===== config.mk =====
export PLATFORM = sky130hd
export DESIGN_NAME = apb_master_bridge
export DESIGN_NICKNAME = d
export VERILOG_FILES = /design/src/rtl/apb_master_bridge.sv
export SDC_FILE = /design/constraint.sdc
export NUM_CORES = 1
export LEC_CHECK = 0
export ABC_AREA = 1
export CAP_MARGIN = 15
export CORE_AREA = 2 2 120 122
export CTS_CLUSTER_DIAMETER = 120
export DETAILED_ROUTE_END_ITERATION = 6
export DIE_AREA = 0 0 122 124
export MAX_ROUTING_LAYER = met4
export PLACE_DENSITY = 0.84
export SKIP_CTS_REPAIR_TIMING = 1
export SYNTH_ARGS = -nofsm -noshare
export SYNTH_HDL_FRONTEND = slang
export SYNTH_SLANG_ARGS = --single-unit

===== constraint.sdc =====
create_clock -name PCLK -period 2.5 [get_ports PCLK]
set_input_delay 0.5 -clock PCLK [delete_from_list [all_inputs] [get_ports PCLK]]
set_output_delay 0.5 -clock PCLK [all_outputs]
set_load 0.01 [all_outputs]

===== src/rtl/apb_master_bridge.sv =====
// APB3 requester bridging the core load/store bus onto NUM_SLAVES completers.
// Optional ACCESS-phase watchdog enabled by defining APB_TIMEOUT_EN.
module apb_master_bridge #(
  parameter int unsigned NUM_SLAVES     = 4,
  parameter logic [31:0] BASE_ADDR      = 32'h1000_0000,
  parameter logic [31:0] SLAVE_SPAN     = 32'h0000_1000,
  parameter int unsigned TIMEOUT_CYCLES = 16
) (
  input  logic                     PCLK,
  input  logic                     PRESET,
  input  logic                     req,
  input  logic                     we,
  input  logic [31:0]              addr,
  input  logic [31:0]              wdata,
  output logic [31:0]              rdata,
  output logic                     ready,
  output logic                     err,
  output logic [31:0]              PADDR,
  output logic                     PWRITE,
  output logic                     PENABLE,
  output logic [31:0]              PWDATA,
  output logic [NUM_SLAVES-1:0]    PSEL,
  input  logic [32*NUM_SLAVES-1:0] PRDATA,
  input  logic [NUM_SLAVES-1:0]    PREADY
);

  localparam logic [1:0] S_IDLE   = 2'd0;
  localparam logic [1:0] S_SETUP  = 2'd1;
  localparam logic [1:0] S_ACCESS = 2'd2;

  logic [1:0]            state_q, state_d;
  logic [NUM_SLAVES-1:0] psel_q, psel_d;
  logic                  penable_q, penable_d;
  logic                  pwrite_q, pwrite_d;
  logic [31:0]           paddr_q, paddr_d;
  logic [31:0]           pwdata_q, pwdata_d;
  logic [31:0]           rdata_q, rdata_d;
  logic                  ready_q, ready_d;
  logic                  err_q, err_d;

`ifdef APB_TIMEOUT_EN
  localparam logic [7:0] CntLast = 8'(TIMEOUT_CYCLES - 1);
  logic [7:0] cnt_q, cnt_d;
`else
  logic unused_tmo;
  assign unused_tmo = ^TIMEOUT_CYCLES;
`endif

  logic [31:0]           off;
  logic [31:0]           slot;
  logic                  hit;
  logic [NUM_SLAVES-1:0] dec;

  // addr below the window would wrap in off, so it is excluded explicitly
  assign off  = addr - BASE_ADDR;
  assign slot = off / SLAVE_SPAN;
  assign hit  = (addr >= BASE_ADDR) && (slot < 32'(NUM_SLAVES));

  always_comb begin
    dec = '0;
    for (int i = 0; i < NUM_SLAVES; i++) begin
      dec[i] = (slot == 32'(i));
    end
  end

  logic        pready_sel;
  logic [31:0] prdata_sel;

  always_comb begin
    pready_sel = 1'b0;
    prdata_sel = '0;
    for (int i = 0; i < NUM_SLAVES; i++) begin
      if (psel_q[i]) begin
        pready_sel = PREADY[i];
        prdata_sel = PRDATA[32*i +: 32];
      end
    end
  end

  always_comb begin
    state_d   = state_q;
    psel_d    = psel_q;
    penable_d = penable_q;
    pwrite_d  = pwrite_q;
    paddr_d   = paddr_q;
    pwdata_d  = pwdata_q;
    rdata_d   = rdata_q;
    ready_d   = 1'b0;
    err_d     = 1'b0;
`ifdef APB_TIMEOUT_EN
    cnt_d     = cnt_q;
`endif
    unique case (state_q)
      S_IDLE: begin
        // the ready cycle itself never accepts a request
        if (req && !ready_q) begin
          if (hit) begin
            state_d   = S_SETUP;
            psel_d    = dec;
            penable_d = 1'b0;
            pwrite_d  = we;
            paddr_d   = addr;
            pwdata_d  = wdata;
          end else begin
            ready_d = 1'b1;
            err_d   = 1'b1;
            rdata_d = '0;
          end
        end
      end
      S_SETUP: begin
        state_d   = S_ACCESS;
        penable_d = 1'b1;
`ifdef APB_TIMEOUT_EN
        cnt_d     = '0;
`endif
      end
      S_ACCESS: begin
        if (pready_sel) begin
          state_d   = S_IDLE;
          psel_d    = '0;
          penable_d = 1'b0;
          ready_d   = 1'b1;
          if (!pwrite_q) rdata_d = prdata_sel;
        end
`ifdef APB_TIMEOUT_EN
        else if (cnt_q == CntLast) begin
          state_d   = S_IDLE;
          psel_d    = '0;
          penable_d = 1'b0;
          ready_d   = 1'b1;
          err_d     = 1'b1;
          rdata_d   = 32'hDEAD_BEEF;
        end else begin
          cnt_d = cnt_q + 8'd1;
        end
`endif
      end
      default: begin
        state_d   = S_IDLE;
        psel_d    = '0;
        penable_d = 1'b0;
      end
    endcase
  end

  always_ff @(posedge PCLK or negedge PRESET) begin
    if (!PRESET) begin
      state_q   <= S_IDLE;
      psel_q    <= '0;
      penable_q <= 1'b0;
      pwrite_q  <= 1'b0;
      paddr_q   <= '0;
      pwdata_q  <= '0;
      rdata_q   <= '0;
      ready_q   <= 1'b0;
      err_q     <= 1'b0;
`ifdef APB_TIMEOUT_EN
      cnt_q     <= '0;
`endif
    end else begin
      state_q   <= state_d;
      psel_q    <= psel_d;
      penable_q <= penable_d;
      pwrite_q  <= pwrite_d;
      paddr_q   <= paddr_d;
      pwdata_q  <= pwdata_d;
      rdata_q   <= rdata_d;
      ready_q   <= ready_d;
      err_q     <= err_d;
`ifdef APB_TIMEOUT_EN
      cnt_q     <= cnt_d;
`endif
    end
  end

  assign rdata   = rdata_q;
  assign ready   = ready_q;
  assign err     = err_q;
  assign PADDR   = paddr_q;
  assign PWRITE  = pwrite_q;
  assign PENABLE = penable_q;
  assign PWDATA  = pwdata_q;
  assign PSEL    = psel_q;

endmodule


Word-level counts from Yosys, hierarchy flattened
Index checks and enable logic that the tools add are counted.
- output and inout bits: 104
- RAM bits: 0
- memories: 0
- input port bits: 200
- bits in registers: 106
- bits in latches: 0
- word-level logic and storage cells: 63
- bits in read-only memories: 0
- equality and inequality tests: 10
- order comparisons: 2
- reduce and logical (&&, ||, !) cells: 10
- multiplexer cells: 30
- $mul: 0
- shift operators: 0
- add/subtract/negate cells: 1
- divide/modulo/power cells: 0
- bitwise gates (word level): 1
- operator list (operator ; number):
    2-to-1 mux 32 bit ; 8
    one-hot mux 32 bit (2 select lines) ; 1
    == test 20 x 2 -> 1 bit (second input constant) ; 2
    greater-or-equal comparator 32 x 29 -> 1 bit (second input constant) ; 1
    zero test 32 bit ; 1
    subtractor 32 x 29 -> 32 bit (second input constant) ; 1
    == test 20 x 1 -> 1 bit (second input constant) ; 1
    less-than comparator 20 x 3 -> 1 bit (second input constant) ; 1
    2-to-1 mux 4 bit ; 3
    one-hot mux 4 bit (3 select lines) ; 1
    2-to-1 mux 1 bit ; 11
    inequality test 2 bit (second input constant) ; 5
    2-to-1 mux 2 bit ; 3
    one-hot mux 2 bit (3 select lines) ; 1
    AND reduction 3 bit ; 2
    AND reduction 5 bit ; 1
    AND reduction 4 bit ; 1
    one-hot mux 1 bit (3 select lines) ; 1
    == test 2 x 1 -> 1 bit (second input constant) ; 1
    == test 2 bit (second input constant) ; 1
    logical AND 1 bit ; 2
    zero test 2 bit ; 1
    one-hot mux 1 bit (2 select lines) ; 1
    nonzero test 2 bit ; 1
    2 further kinds ; 2

Longest topological paths before layout
- word-level depth: 7
- mapped depth: 12

Worst setup path after synthesis
No wires, ideal clock.
- kind: input-to-reg
- start point: in addr[30]
- end point: reg paddr_q[10], in the netlist PADDR[10]
- stages: 9
- arrival: 1.470 ns
- buffers on the path: 2
- setup slack: 0.913 ns
- data required time: 2.383 ns
- cell sequence: nor2_1 -> nor2b_2 -> nand3_1 -> nor2_2 -> nand3_2 -> buf_6 -> buf_6 -> nand2_1 -> nand2_1
- cells in the longest elaborated chain, start to end: 4
- elaborated cells between the ends (all ways): 5
- those cells by class: 1 x add/sub; 2 x order compare; 2 x reduce/logical
- RTL lines (item ; line ; source):
    start, declared ; 13 ; input logic [31:0] addr,
    subtractor 32 x 29 -> 32 bit ; 55 ; assign off = addr - BASE_ADDR;
    less-than comparator 20 x 3 -> 1 bit ; 57 ; assign hit = (addr >= BASE_ADDR) && (slot < 32'(NUM_SLAVES));
    logical AND 1 bit (*) ; 57 ;
    AND reduction 3 bit (no source line) (*) ; - ;
    end signal, assigned ; 166 ; paddr_q <= paddr_d;
    end, declared ; 35 ; logic [31:0] paddr_q, paddr_d;
Every way passes the cells marked *; elsewhere a longest branch is shown, timed or not.
A chain may end at the register's enable or synchronous reset.

Worst setup path in the final report
- start point: reg psel_q[1], in the netlist PSEL[1]
- end point: out PSEL[1]
- RTL lines (item ; line ; source):
    start, declared ; 32 ; logic [NUM_SLAVES-1:0] psel_q, psel_d;
    start signal, assigned ; 163 ; psel_q <= psel_d;
    end, declared ; 22 ; output logic [NUM_SLAVES-1:0] PSEL,
No word-level cell between the ends.

==> run summary <==
Setup CP Type: flip-flop to output pin
TritonRoute pass-1 iters: 4
Critical Path RT: 2000 ps
Yosys cell types: 28
Area contributors post-synth: dfrtp_1 49%, nand2_1 18%, nand3_1 6.7%
reg-to-reg startpoint: PSEL[2]
initial antenna violation count: 0
highest clock rate: 0.454 GHz
CP startpoint: PSEL[1]
Mapped Area: 0.00534 mm2
Net Count, Synth: 906
endpoints failing hold: 0
Post-DP Area: 0.00850 mm2
Final Cycle Share: 88.0%
CTS root buf: clkbuf_16
crit path max fanout: 10
CP cell instances: clkdlybuf4s50_1
Post-synth EDFFs: 0
CP Capture Type: output pin
CTS tree: built
RSZ-0062 raised after global routing: no
Starting Density: 38.9%
core area: 0.0137 mm2
Worst-Margin Slew: 582 ps
Primary FF master, synth: dfrtp_1
Commonest cells post-synth: 256 x nand2_1, 105 x dfrtp_1, 71 x nand3_1
area share of the largest cell type after synthesis: 49.2%
Die ar.: 0.0151 mm2
Die Height: 124 um
Congestion Overflow GR: 0
Synth Warn #: 0
sequential area share after synthesis: 49.2%
die width: 122 um
clock skew: 7.38 ps
pins over their slew limit: 0
number of global-route vias before repair: 5,512
Clock Latency Late Sink: 340 ps
syn_area_per_cell: 7.56 um2
family with the most delay on the worst path: flip-flops
RePlAce Congestion: 0.870
GR Util All Layers: 24.3%
Layout Cells excl Fill: 1,176
drt drc: 0
status: finished clean
H-tree depth: 3
Final nets: 1,191
dpl hpwl: 14.0 mm
Vias/cell: 4.85
first-pass GRT wire length: 27.8 mm
Post-synth ARST share: 100%
largest net degree at the start of global routing: 67
CTS Buffer Depth: 2
setup violators final: 0
area leader, netlist: dfrtp_1
# IOs: 304
PD cells: 391 mW/mm2
drt total wl: 18.4 mm
Reg clk slew, reported paths: 80 ps
Worst path max stage delay: 710 ps
Max Cap Viol: 0
top-count cell post-synth: nand2_1
Period minus WS final: 2200 ps
DP Worst Slack: 218 ps
P&R area growth vs syn: 64.7%
cts bufs inserted: 9
VDD IR max: 0.281 mV
post-DR wirelength/cell: 15.7 um
Hold Crit Class: input port to async pin
slowest CP cell: dfrtp_1
clock sinks: 105
dpl cells: 1,160
DRT iter0 DRCs: 346
post-route ant nets: 0
antenna cell count: 0
Bufs and invs on worst path: 1
final worst slack: 299 ps
Max transition margin: 61.2%
via count: 5,708
num rows: 43
Finished Cell Area: 0.00879 mm2
Leak: 4.25 nW
share of layout cells above drive strength 1: 6.93%
Yosys reg bits: 105
CP Launch Type: flip-flop
fill count: 1,242
WP data arrival: 1700 ps
Setup TNS: 0 ps
IO buf count: 303
Post-Synthesis Cells: 706
[state kept, by name (all words and copies together), names as in the netlist]
| register | cells |
|---|---|
| PWDATA | 32 |
| err | 1 |
| PADDR | 32 |
| PWRITE | 1 |
| PSEL | 4 |
| rdata | 32 |
| state_q | 2 |
| ready | 1 |
[cell families after synthesis]
family          synth area share [%]
compound gates                  12.1
buf+inv                         7.57
flops                           49.2
simple gates                    31.1
[stage by stage]
step	power (W)	util [%]	hold WS, ps
2_1_floorplan	0.00175	-	204
3_3_place_gp	0.00211	62.0	453
3_5_place_dp	0.00211	62.0	457
4_1_cts	0.00347	64.1	90.4
5_1_grt	0.00358	64.1	97.9
6_report	0.00344	64.1	81.5
[routing by layer]
metal / global-route usage [%] / vias up / wire (um)
li1: - / 2838 / -
met1: 28.8 / 2612 / 7470
met2: 41.5 / 230 / 9040
met3: 5.77 / 28 / 1500
met4: 7.04 / 0 / 415
met5: - / - / 0
[worst paths after layout]
check                      slack (ps)          to  depth (start not counted)
max                               300     PSEL[1]                          1
min                                80   PADDR[20]                          1
max reg2reg                       420   rdata[31]                         10
min reg2reg                       470  PWDATA[27]                          2
max in group asynchronous        1790  PWDATA[20]                          2
min in group PCLK                 470  PWDATA[27]                          2
[power breakdown]
part	internal [W]	total (W)	switching [W]	leakage, nW
sequential	0.00170	0.00170	0.000000495	1.37
combinational	0.000281	0.000375	0.0000939	2.74
clock	0.000714	0.00137	0.000655	0.133
total	0.00269	0.00344	0.000749	4.25
[area by class of cell]
type	count	area (um2)	share of cell area (%)
flip-flops and latches	105	2630	29.9
clock inverters	6	51.3	0.583
clock buffers	10	239	2.72
well taps	180	225	2.56
multi-input cells	521	2310	26.3
inverters	32	125	1.42
repair buffers	322	3210	36.5
[cell usage in the layout, fill, tap and decap left out, types with 2 or more instances in the layout]
| master | synthesis | routed |
|---|---|---|
| a21oi_1 | 63 | 63 |
| buf_12 | 0 | 3 |
| buf_4 | 2 | 17 |
| clkbuf_16 | 0 | 9 |
| clkdlybuf4s50_1 | 0 | 302 |
| clkinv_4 | 0 | 2 |
| clkinvlp_4 | 0 | 3 |
| dfrtp_1 | 105 | 105 |
| inv_1 | 24 | 24 |
| inv_2 | 6 | 6 |
| inv_4 | 2 | 2 |
| nand2_1 | 256 | 256 |
| nand2_2 | 12 | 12 |
| nand3_1 | 71 | 71 |
| nand3_2 | 2 | 2 |
| nand4_1 | 3 | 3 |
| nor2_1 | 35 | 35 |
| nor2_2 | 6 | 6 |
| o21ai_0 | 58 | 58 |
| o21ai_1 | 7 | 7 |
Note: power is estimated with default switching activity, not from simulation.
